<file path="src/rtl/spi_pkg.sv">
// Shared types and constants for the SPI mode-0 master.
package spi_pkg;

  typedef enum logic [2:0] {
    IDLE,
    SETUP,
    LOW,
    HIGH,
    NEXT,
    HOLD,
    GAP
  } spi_mst_state_t;

  localparam int SPI_BITS    = 8;
  localparam int SPI_CLK_DIV = 4;

endpackage

</file>
<file path="src/rtl/spi_master_if.sv">
// Host-side byte stream of the SPI master: tx ready/valid with a last flag, rx pulse.
interface spi_master_if;
  import spi_pkg::*;

  logic [SPI_BITS-1:0] tx_data;
  logic                tx_last;
  logic                tx_valid;
  logic                tx_ready;
  logic [SPI_BITS-1:0] rx_data;
  logic                rx_valid;

  // master = host logic feeding bytes, slave = the SPI engine consuming them
  modport master (
    output tx_data, tx_last, tx_valid,
    input  tx_ready, rx_data, rx_valid
  );

  modport slave (
    input  tx_data, tx_last, tx_valid,
    output tx_ready, rx_data, rx_valid
  );

endinterface

</file>
<file path="src/rtl/spi_half_period_cnt.sv">
// Loadable down-counter timing one SCLK half-period; expire is high while the count is zero.
module spi_half_period_cnt #(
  parameter int DIV_W = 8
) (
  input  logic             clk,
  input  logic             rst_n,
  input  logic             i_load,
  input  logic [DIV_W-1:0] i_load_val,
  output logic             o_expire
);

  logic [DIV_W-1:0] r_cnt;

  always_ff @(posedge clk or negedge rst_n) begin
    if (!rst_n) begin
      r_cnt <= '0;
    end else if (i_load) begin
      r_cnt <= i_load_val;
    end else if (r_cnt != '0) begin
      r_cnt <= r_cnt - DIV_W'(1);
    end
  end

  assign o_expire = (r_cnt == '0);

endmodule

</file>
<file path="src/rtl/spi_master.sv">
// SPI mode 0 master, MSB first; one CS_n-low frame carries bytes until one is flagged last.
module spi_master
  import spi_pkg::*;
#(
  parameter int CLK_DIV = SPI_CLK_DIV,
  parameter int DIV_W   = 8
) (
  input  logic         clk,
  input  logic         rst_n,
  spi_master_if.slave  host,
  output logic         sclk,
  output logic         mosi,
  input  logic         miso,
  output logic         cs_n,
  output logic         busy
);

  spi_mst_state_t      r_state;
  logic [1:0]          r_miso_sync;
  logic [SPI_BITS-2:0] r_shift_tx;
  logic [SPI_BITS-1:0] r_shift_rx;
  logic [SPI_BITS-1:0] r_rx_data;
  logic [2:0]          r_bit_cnt;
  logic                r_last;
  logic                r_sclk;
  logic                r_mosi;
  logic                r_cs_n;
  logic                r_rx_valid;

  logic w_tx_ready;
  logic w_accept;
  logic w_expire;
  logic w_load;

  assign w_tx_ready = (r_state == IDLE) || (r_state == NEXT);
  assign w_accept   = host.tx_valid && w_tx_ready;
  // Reload on every state/phase change; the timed states leave only on expire.
  assign w_load     = w_accept ||
                      (w_expire && (r_state inside {SETUP, LOW, HIGH, HOLD, GAP}));

  spi_half_period_cnt #(.DIV_W(DIV_W)) u_half_cnt (
    .clk        (clk),
    .rst_n      (rst_n),
    .i_load     (w_load),
    .i_load_val (DIV_W'(CLK_DIV - 1)),
    .o_expire   (w_expire)
  );

  always_ff @(posedge clk or negedge rst_n) begin
    if (!rst_n) begin
      r_miso_sync <= 2'b00;
    end else begin
      r_miso_sync <= {r_miso_sync[0], miso};
    end
  end

  always_ff @(posedge clk or negedge rst_n) begin
    if (!rst_n) begin
      r_state    <= IDLE;
      r_shift_tx <= '0;
      r_shift_rx <= '0;
      r_rx_data  <= '0;
      r_bit_cnt  <= '0;
      r_last     <= 1'b0;
      r_sclk     <= 1'b0;
      r_mosi     <= 1'b0;
      r_cs_n     <= 1'b1;
      r_rx_valid <= 1'b0;
    end else begin
      r_rx_valid <= 1'b0;
      case (r_state)
        IDLE, NEXT: begin
          if (w_accept) begin
            r_shift_tx <= host.tx_data[SPI_BITS-2:0];
            r_last     <= host.tx_last;
            r_bit_cnt  <= '0;
            r_cs_n     <= 1'b0;
            r_mosi     <= host.tx_data[SPI_BITS-1];
            r_state    <= SETUP;
          end
        end
        SETUP, LOW: begin
          if (w_expire) begin
            r_sclk     <= 1'b1;
            r_shift_rx <= {r_shift_rx[SPI_BITS-2:0], r_miso_sync[1]};
            r_state    <= HIGH;
          end
        end
        HIGH: begin
          if (w_expire) begin
            r_sclk <= 1'b0;
            if (r_bit_cnt == 3'(SPI_BITS - 1)) begin
              r_rx_data  <= r_shift_rx;
              r_rx_valid <= 1'b1;
              r_state    <= r_last ? HOLD : NEXT;
            end else begin
              r_bit_cnt  <= r_bit_cnt + 3'd1;
              r_mosi     <= r_shift_tx[SPI_BITS-2];
              r_shift_tx <= {r_shift_tx[SPI_BITS-3:0], 1'b0};
              r_state    <= LOW;
            end
          end
        end
        HOLD: begin
          if (w_expire) begin
            r_cs_n  <= 1'b1;
            r_mosi  <= 1'b0;
            r_state <= GAP;
          end
        end
        GAP: begin
          if (w_expire) begin
            r_state <= IDLE;
          end
        end
        default: r_state <= IDLE;
      endcase
    end
  end

  assign host.tx_ready = w_tx_ready;
  assign host.rx_data  = r_rx_data;
  assign host.rx_valid = r_rx_valid;
  assign sclk          = r_sclk;
  assign mosi          = r_mosi;
  assign cs_n          = r_cs_n;
  assign busy          = (r_state != IDLE);

endmodule

</file>
<file path="src/flat_wrapper.sv">
// flat-port wrapper written by rule: the top's interface ports become plain ports
module spi_master_flat import spi_pkg::*;
#(
  parameter int CLK_DIV = SPI_CLK_DIV,
  parameter int DIV_W   = 8
)
  (clk, rst_n, sclk, mosi, miso, cs_n, busy, host_tx_data, host_tx_last, host_tx_valid, host_tx_ready, host_rx_data, host_rx_valid);
  spi_master_if host_i ();
  input  logic clk;
  input  logic rst_n;
  output logic sclk;
  output logic mosi;
  input  logic miso;
  output logic cs_n;
  output logic busy;
  input wire logic [$bits(host_i.tx_data)-1:0] host_tx_data;
  input wire logic [$bits(host_i.tx_last)-1:0] host_tx_last;
  input wire logic [$bits(host_i.tx_valid)-1:0] host_tx_valid;
  output wire logic [$bits(host_i.tx_ready)-1:0] host_tx_ready;
  output wire logic [$bits(host_i.rx_data)-1:0] host_rx_data;
  output wire logic [$bits(host_i.rx_valid)-1:0] host_rx_valid;
  assign host_i.tx_data = host_tx_data;
  assign host_i.tx_last = host_tx_last;
  assign host_i.tx_valid = host_tx_valid;
  assign host_tx_ready = host_i.tx_ready;
  assign host_rx_data = host_i.rx_data;
  assign host_rx_valid = host_i.rx_valid;
  spi_master #(.CLK_DIV(CLK_DIV), .DIV_W(DIV_W)) u_core (.clk(clk), .rst_n(rst_n), .host(host_i), .sclk(sclk), .mosi(mosi), .miso(miso), .cs_n(cs_n), .busy(busy));
endmodule
</file>
<file path="config.mk">
export PLATFORM = sky130hd
export DESIGN_NAME = spi_master_flat
export DESIGN_NICKNAME = d
export VERILOG_FILES = /design/src/rtl/spi_pkg.sv /design/src/rtl/spi_master_if.sv /design/src/rtl/spi_half_period_cnt.sv /design/src/rtl/spi_master.sv /design/src/flat_wrapper.sv
export SDC_FILE = /design/constraint.sdc
export NUM_CORES = 1
export LEC_CHECK = 0
export BUFFER_PORTS_ARGS = -buffer_cell sky130_fd_sc_hd__buf_2
export CAP_MARGIN = 20
export CORE_ASPECT_RATIO = 0.75
export CORE_MARGIN = 8
export CORE_UTILIZATION = 60
export DETAILED_ROUTE_END_ITERATION = 12
export GPL_ROUTABILITY_DRIVEN = 1
export GPL_TIMING_DRIVEN = 0
export PLACE_DENSITY = 0.82
export SLEW_MARGIN = 10
export SYNTH_ARGS = -nofsm -noshare
export SYNTH_HDL_FRONTEND = slang
export SYNTH_HIERARCHICAL = 1
export SYNTH_SLANG_ARGS = --single-unit
export TNS_END_PERCENT = 50
</file>
<file path="constraint.sdc">
create_clock -name clk -period 4.9 [get_ports clk]
set_clock_uncertainty 0.1 [all_clocks]
set_input_delay 0.98 -clock clk [delete_from_list [all_inputs] [get_ports clk]]
set_output_delay 0.98 -clock clk [all_outputs]
set_load 0.01 [all_outputs]
</file>
==> results of run 1 <==
[metrics by stage]
stage	hold WS (ns)	cell area, sq um	total power, mW
floorplan	0.231	2270	0.856
detailed placement	0.243	2470	0.948
global placement	0.234	2470	0.935
global route	0.279	2580	1.25
finish	0.263	2580	1.16
CTS	0.271	2550	1.17
[placed cells by master (no fill, tap or decap), drive strengths merged, types with 3 or more instances in the layout]
cell	Yosys	final
clkbuf	4	9
inv	9	9
or3	3	3
conb	2	8
nor2	6	6
o31ai	3	3
mux2i	3	3
dfrtp	43	43
nand2	13	13
nor3	7	7
a21oi	6	6
buf	6	33
mux2	30	30
ha	4	4
o21ai	11	11
[where the power goes]
| group | leakage, nW | internal, mW | total [mW] | switching (mW) |
|---|---|---|---|---|
| logic | 0.610 | 0.211 | 0.397 | 0.186 |
| clock network | 0.0400 | 0.0965 | 0.216 | 0.119 |
| registers | 0.560 | 0.464 | 0.550 | 0.0856 |
[path summary, 6_finish.rpt]
kind | from | endpoint | slack (ns) | depth (start not counted)
hold reg to reg | u_core/r_miso_sync[0] | u_core/r_miso_sync[1] | 0.26 | 0
hold / removal | u_core/r_miso_sync[0] | u_core/r_miso_sync[1] | 0.26 | 0
setup / recovery | u_core/u_half_cnt/r_cnt[0] | u_core/u_half_cnt/r_cnt[4] | 1.58 | 11
setup reg to reg | u_core/u_half_cnt/r_cnt[0] | u_core/u_half_cnt/r_cnt[4] | 1.58 | 11
min in group asynchronous | rst_n | u_core/host.rx_data[3] | 0.55 | 1
max in group asynchronous | rst_n | u_core/cs_n | 3.59 | 2
[area by class of cell]
cell class                 instances  area share
sequential                        44       0.428
multi-input combinational        132       0.409
timing repair buffer              27      0.0612
buffer                            11      0.0320
clock buffer                       5      0.0267
tap                               52      0.0252
inverter                           9      0.0131
clock inverter                     2     0.00485
[cell families (layout without fill, tap and decap cells)]
kind of cell               count (synthesis)  after routing
buffers and inverters                     20             54
AOI/OAI and AO/OA                         38             38
DFF                                       44             44
adders and majority gates                  4              4
and+or+nand+nor                           47             47
other                                      2              8
muxes                                     33             33
xor gates and xnor gates                   2              2
[critical path: stages, from the launching register on]
cell and delay [ns]:
dfrtp_1 0.42, inv_1 0.09, ha_1 0.22, or3b_1 0.35, clkbuf_2 0.16, nor2_1 0.31
buf_2 0.27, inv_1 0.14, a221oi_1 0.52, dlygate4sd1_1 0.47, a21oi_1 0.07, a2bb2oi_1 0.13
[registers in the layout, summed over array words and instances, names as in the netlist]
signal / flops
u_core/u_half_cnt/r_cnt: 8
u_core/r_miso_sync: 2
u_core/host.rx_valid: 1
u_core/r_last: 1
u_core/r_bit_cnt: 3
u_core/cs_n: 1
u_core/sclk: 1
u_core/r_state: 3
u_core/r_shift_tx: 7
u_core/mosi: 1
u_core/r_shift_rx: 8
u_core/host.rx_data: 8
[routing by layer]
metal / part of all wire / vias up / global-route usage
li1: - / 759 / -
met1: 0.50 / 750 / 0.207
met2: 0.42 / 65 / 0.205
met3: 0.069 / 7 / 0.0497
met4: 0.015 / 0 / 0.0629
met5: 0 / - / 0
==> impl_metrics.toml, run 1 <==
[sta]
worst_slew_margin_rel = 0.637
tightest_slew_ns = 0.539
setup_slack_ns = 1.58
period_share = 0.677
rsz0062_at_grt = "no"
setup_tns_ns = 0
fmax_ghz = 0.301
hold_viol_final = 0
drv_slew = 0
period_needed_ns = 3.32
setup_violations = 0

[synth]
synth_warnings = 6
synthFlopType = "dfrtp_1"
synth.distinct_cells = 49
synth-xor-area-share = 0.00778
yosys.area_share.simple = 0.126
avgSynthCellArea_sq_um = 11.8
synth_top_family_by_area = "multiplexers"
synth_top_area_frac = 0.478
synth.mux.area_fraction = 0.182
synthTopCellsByCount = "dfrtp_1 (43), mux2_2 (19), nand2_1 (13)"
synth-edff-count = 0
async_flop_share = 1.00
synth_area_sq_um = 2250
post-synth-top-count-cell = "dfrtp_1"
synth_seq_cells = 44
syn-instance-count = 190
yosysSeqAreaShare = 0.490
yosysTopAreaCell = "dfrtp_1"
synthAdderAreaFrac = 0.0222
synth_compound_area_frac = 0.118
synth.area.top_cells = "dfrtp_1 (48%), mux2_2 (9.5%), mux2_4 (7.3%)"

[worst_hold_path]
hp-class = "reg2reg"

[global_routing]
grt_use_total = 0.149
grt_max_degree = 45
grt_pass1_vias = 1526
grt_pass1_wl_um = 7180
antenna_found_initial = 0
overflow = 0

[power_and_ir_drop]
power.leakage_nw = 1.21
cellPowerDensity_nw_per_um2 = 451
irDropWorstVdd_mv = 0.224

[worst_setup_path]
required_ns = 5.02
startpoint_type = "register"
criticalPathCategory = "reg2reg"
end_kind = "register"
crit_arrival_ns = 3.44
path_max_fanout = 10

[floorplan]
core_sq_um = 3640
dieHeight_um = 69.0
rows = 19
floorplan.die_area_sq_um = 5990
die_x_um = 86.7
ioPinCount = 27
start_util = 0.619

[clock_network]
cts_tree = "built"
clk_pin_slew_worst_paths_ns = 0.08
clock-sinks = 44
htree_levels = 2
numCtsBuffers = 5
cts_hold_buf = 0
cts.repair.resized = 0
clk_latency_ns = 0.30
cts_root_buf = "clkbuf_8"
clockBufferDepth = 2
post_cts.repair.setup_buffers = 0

[place]
io_buffers = 26
dp_worst_setup_slack_ns = 1.59
place_hpwl_um = 2990
dp_cells = 274
gp_congestion = 0.864

[finish]
nets = 247
stdcell_count = 282
post_route_cells_drive_above_1_share = 0.330
antenna_cells = 0
multi_input_area_sq_um = 1050
utilization = 0.709
register_area_sq_um = 1100
nFillCells = 277
area_growth_pct = 14.5

[job]
maxCapViolCount = 0

[drt]
drt_iter0_drc = 105
vias_per_cell = 5.61
vias = 1581
ant_nets = 0
drc = 0
wire_per_inst_um = 14.9
wl_um = 4200
first_pass_iters = 5

[run_status]
status = "complete, no violations"
No activity file was read; power rests on OpenSTA's default activity.
==> run 2: changes to the inputs <==
Settings changed: ABC_AREA set to 1, CORE_UTILIZATION 60 to 57, PLACE_DENSITY 0.82 to 0.78.
Clock period 4.9 ns to 3.3 ns, I/O delays scaled along.
==> run 2 against run 1 <==
Register-to-register slack got worse by 0.60 ns. Critical path type unchanged. Global-route usage increased by 0.75 points. Largest cell class unchanged. Area after synthesis decreased by 2.2%.
==> impl_metrics.toml, run 2 <==
[sta]
rsz0062_at_grt = "no"
setup_violations = 0
period_share = 0.701
fmax_ghz = 0.432
hold_viol_final = 0
drv_slew = 0
period_needed_ns = 2.31
hold_ws_ns = 0.276
tightest_slew_ns = 0.938
worst_slew_margin_rel = 0.374
setup_tns_ns = 0

[synth]
syn-instance-count = 270
synth_area_sq_um = 2200
synth_seq_cells = 44
synthTopCellsByCount = "nand2_1 (105), dfrtp_1 (43), inv_1 (23)"
async_flop_share = 1.00
post-synth-top-count-cell = "nand2_1"
avgSynthCellArea_sq_um = 8.16
synth-xor-area-share = 0.00795
synth_warnings = 6
synth_top_area_frac = 0.489
yosys.area_share.simple = 0.303
synth_compound_area_frac = 0.0875
synth.mux.area_fraction = 0.00511
synth-edff-count = 0
yosysTopAreaCell = "dfrtp_1"
yosysSeqAreaShare = 0.501
synth_top_family_by_area = "simple AND/OR/NAND/NOR gates"
synthAdderAreaFrac = 0.0227
synth.distinct_cells = 29
synth.area.top_cells = "dfrtp_1 (49%), nand2_1 (18%), o21ai_0 (4.8%)"
synthFlopType = "dfrtp_1"

[worst_setup_path]
path_max_fanout = 10
crit_family = "simple AND/OR/NAND/NOR gates"
path_cells = "inv_1 -> ha_1 -> nand2_2 -> nor2_4 -> buf_4 -> inv_1 -> nor3_2 -> nand2_2 -> buf_6 -> o21ai_0"
startpoint_type = "register"
criticalPathCategory = "reg2reg"
crit_buf_inv = 4
required_ns = 3.42
critPathSlowestCell = "dfrtp_1"
r2r_cells = 10
r2r_slack_ns = 0.99
r2r-end = "u_core/r_shift_rx[4]"
crit_path_max_incr_delay_ns = 0.38
crit_arrival_ns = 2.43
worst_r2r_startpoint = "u_core/u_half_cnt/r_cnt[0]"
end_kind = "register"

[drt]
wire_per_inst_um = 11.8
first_pass_iters = 4
vias_per_cell = 4.92
wl_um = 4290
drc = 0
drt_iter0_drc = 61
ant_nets = 0
vias = 1780

[clock_network]
clk_latency_ns = 0.30
cts_hold_buf = 0
post_cts.repair.setup_buffers = 0
clk_pin_slew_worst_paths_ns = 0.09
cts_root_buf = "clkbuf_8"
htree_levels = 2
cts.repair.resized = 0
clock-sinks = 44
cts_tree = "built"
clockBufferDepth = 2
numCtsBuffers = 5

[floorplan]
floorplan.die_area_sq_um = 6130
ioPinCount = 27
start_util = 0.598
core_sq_um = 3680
rows = 19
die_x_um = 87.8
dieHeight_um = 69.8

[worst_hold_path]
hold_end = "u_core/r_miso_sync[1]"
hp-class = "reg2reg"
min_path_cells = 0
min_from = "u_core/r_miso_sync[0]"

[place]
gp_congestion = 0.818
io_buffers = 26
place_hpwl_um = 3170

[global_routing]
overflow = 0
grt_pass1_wl_um = 7610
grt_pass1_vias = 1674
grt_max_degree = 45
antenna_found_initial = 0
grt_use_total = 0.157

[power_and_ir_drop]
power.leakage_nw = 1.30
cellPowerDensity_nw_per_um2 = 802
irDropWorstVdd_mv = 0.686

[finish]
final_common_cell = "nand2_1"
area_growth_pct = 14.3
multi_input_area_sq_um = 970
post_route_cells_drive_above_1_share = 0.216
register_area_sq_um = 1100
mostFrequentLayoutCells = "nand2_1 (105), dfrtp_1 (43), buf_2 (28)"
antenna_cells = 0
nFillCells = 305
nets = 326

[run_status]
status = "complete, no violations"

[job]
maxCapViolCount = 0
## run 2: metrics by stage
step	cell area (sq um)	total power [mW]	std cells	utilization	setup WS [ns]
after floorplan	2220	1.47	276	-	1.32
after global placement	2420	1.64	354	0.657	1.07
after detailed placement	2420	1.67	354	0.657	0.984
after CTS	2520	2.03	362	0.683	0.967
after global routing	2520	2.20	362	0.683	0.760
final	2520	2.02	362	0.683	0.987
## run 2: worst reg2reg max path: stages, from the launching register on
cell and delay (ns):
dfrtp_1 0.38, inv_1 0.11, ha_1 0.28, nand2_2 0.11, nor2_4 0.17, buf_4 0.19, inv_1 0.09, nor3_2 0.28
nand2_2 0.18, buf_6 0.18, o21ai_0 0.16
## run 2: cells by family (layout without fill, tap and decap cells)
| group | count (synthesis) | count (layout) |
|---|---|---|
| AOI/OAI and AO/OA | 33 | 33 |
| xor gates and xnor gates | 2 | 2 |
| adders and majority gates | 4 | 4 |
| buffers and inverters | 32 | 66 |
| DFF | 44 | 44 |
| muxes | 1 | 1 |
| other | 2 | 8 |
| and+or+nand+nor | 152 | 152 |
## run 2: area by class of cell
cell class | count | share of cell area
clock inverter | 2 | 0.00596
buffer | 7 | 0.0234
clock buffer | 6 | 0.0328
timing repair buffer | 26 | 0.0517
inverter | 25 | 0.0373
multi-input combinational | 200 | 0.385
sequential | 44 | 0.438
tap | 52 | 0.0258
## run 2: how the worst max path moves through the flow
stage                                     from              endpoint  slack, ns  cells past startpoint
floorplan           u_core/u_half_cnt/r_cnt[0]  u_core/r_shift_rx[7]       1.32                     11
global placement    u_core/u_half_cnt/r_cnt[0]  u_core/r_shift_rx[5]       1.07                     10
detailed placement  u_core/u_half_cnt/r_cnt[0]  u_core/r_shift_rx[3]       0.98                     10
CTS                 u_core/u_half_cnt/r_cnt[0]  u_core/r_shift_rx[4]       0.97                     10
global route        u_core/u_half_cnt/r_cnt[0]  u_core/r_shift_rx[2]       0.76                     10
finish              u_core/u_half_cnt/r_cnt[0]  u_core/r_shift_rx[4]       0.99                     10
## run 2: power by group
part           switching, mW  internal [mW]
clock                  0.184          0.169
sequential             0.121          0.689
combinational          0.546          0.310
## run 2: routing by layer
metal	routed length (um)	track usage	part of all wire	vias to the layer above
met3	222	0.0485	0.052	8
li1	-	-	-	914
met2	1930	0.231	0.45	31
met4	66	0.0722	0.015	0
met5	0	0	0	-
met1	2070	0.202	0.48	827
==> run 3: changes to the inputs <==
Settings changed: ABC_AREA 1 to 0, CORE_UTILIZATION 57 to 52, PLACE_DENSITY 0.78 to 0.75.
Clock period 3.3 ns to 2.1 ns, I/O delays scaled along.
==> run 3 against run 2 <==
The flow now finishes with violations (setup timing). Critical path type unchanged. Sequential power grew 59%. Register-to-register slack lost 1.4 ns. Cell count shrank 12%. First-iteration DRC count grew 46%. Worst hold slack lost 0.16 ns. Wire length grew 22%. Highest routed layer unchanged. Final area grew 21%. Global-route usage shrank 0.18 points. Count of clock-buffer cells in the layout shrank 1. Critical endpoint is now u_core/r_shift_tx[2]. Critical path depth shrank 1. Power grew 56%.
==> impl_metrics.toml, run 3 (synthesis gave the netlist of run 1 again) <==
[sta]
setup_slack_ns = -0.401
drv_slew = 0
period_share = 1.19
tightest_slew_ns = 0.516
setup_violations = 40
hold_viol_final = 0
fmax_ghz = 0.400
period_needed_ns = 2.50
rsz0062_at_grt = "yes"
setup_tns_ns = -10.58
worst_slew_margin_rel = 0.654

[place]
io_buffers = 26
dp_cells = 277
placed_cell_area_sq_um = 2540
place_hpwl_um = 3070
gp_congestion = 0.856

[finish]
nets = 280
final_common_cell = "dfrtp_1"
fin_area_sq_um = 3060
area_growth_pct = 35.7
utilization = 0.745
stdcell_count = 319
antenna_cells = 0
nFillCells = 267
post_route_cells_drive_above_1_share = 0.492
mostFrequentLayoutCells = "dfrtp_1 (41), buf_4 (28), buf_2 (27), mux2_4 (27), nand2_1 (12)"

[global_routing]
grt_use_total = 0.155
grt_pass1_wl_um = 8160
grt_max_degree = 45
antenna_found_initial = 0
overflow = 0
grt_pass1_vias = 1651

[floorplan]
die_x_um = 92.0
ioPinCount = 27
rows = 20
dieHeight_um = 73.0
core_sq_um = 4100
floorplan.die_area_sq_um = 6710
start_util = 0.548

[power_and_ir_drop]
irDropWorstVdd_mv = 0.649
power.leakage_nw = 1.42
cellPowerDensity_nw_per_um2 = 1030
finalPower_mw = 3.16

[drt]
first_pass_iters = 4
vias = 1738
ant_nets = 0
drt_iter0_drc = 89
wire_per_inst_um = 16.4
vias_per_cell = 5.45
drc = 0
wl_um = 5240

[worst_setup_path]
worst_r2r_startpoint = "u_core/u_half_cnt/r_cnt[0]"
end_kind = "register"
r2r_slack_ns = -0.40
crit_arrival_ns = 2.60
r2r-end = "u_core/r_shift_tx[2]"
r2r_cells = 9
path_max_fanout = 9
crit_start = "u_core/u_half_cnt/r_cnt[0]"
startpoint_type = "register"
criticalPathCategory = "reg2reg"
required_ns = 2.20

[job]
maxCapViolCount = 0

[worst_hold_path]
hold_end = "u_core/r_miso_sync[0]"
min_path_cells = 1
min_from = "miso"
hp-class = "in2reg"

[clock_network]
clk_latency_ns = 0.31
cts_tree = "built"
cts_root_buf = "clkbuf_8"
clk_pin_slew_worst_paths_ns = 0.09
clockBufferDepth = 2
htree_levels = 2
clock-sinks = 44
numCtsBuffers = 5

[run_status]
failed_checks = "setup timing"
status = "finished with violations"
[run 3: worst max path at each step]
stage,endpoint,slack [ns],cells after the start
after floorplan,u_core/host.rx_data[0],-0.34,9
after global placement,u_core/u_half_cnt/r_cnt[6],-0.58,11
after detailed placement,u_core/u_half_cnt/r_cnt[6],-0.62,11
after CTS,u_core/u_half_cnt/r_cnt[6],-0.35,11
after global routing,u_core/r_shift_tx[6],-0.50,7
final,u_core/r_shift_tx[2],-0.40,9
[run 3: through the flow]
| step | hold WS, ns | worst slack, ns |
|---|---|---|
| 2_1_floorplan | 0.0244 | -0.341 |
| 3_3_place_gp | 0.234 | -0.577 |
| 3_5_place_dp | 0.239 | -0.624 |
| 4_1_cts | 0.107 | -0.348 |
| 5_1_grt | 0.106 | -0.495 |
| 6_report | 0.113 | -0.401 |
[run 3: where the power goes]
part,internal (mW),switching [mW]
sequential,1.09,0.207
combinational,0.727,0.586
clock,0.236,0.316
total,2.05,1.11
[run 3: routing by layer]
metal	vias to the layer above	global-route usage	part of all wire
met5	-	0	0
met1	857	0.201	0.46
met3	10	0.0442	0.047
li1	832	-	-
met4	0	0.0854	0.021
met2	39	0.227	0.47
[run 3: final cells by class]
cell class	count	area, sq um	share of cell area
timing repair buffer	61	457	0.149
buffer	10	95.1	0.0311
inverter	9	37.5	0.0123
clock buffer	5	68.8	0.0225
clock inverter	3	23.8	0.00778
tap	55	68.8	0.0225
sequential	44	1100	0.362
multi-input combinational	132	1200	0.393
[run 3: worst max-delay path, cell delays in order (launching register included)]
cell and delay (ns):
dfrtp_1 0.41, inv_2 0.09, ha_4 0.13, or3b_4 0.40, nor2_4 0.13, buf_4 0.12
nand4b_1 0.28, o21ai_4 0.27, buf_12 0.16, mux2_4 0.30
[run 3: timing repair]
item	CTS	global route
pin swaps	8	13
resized for setup	27	14
hold endpoints to repair	0	7
buffers inserted	12	20
hold buffers	0	1
cloned	0	1
setup endpoints to repair	39	41
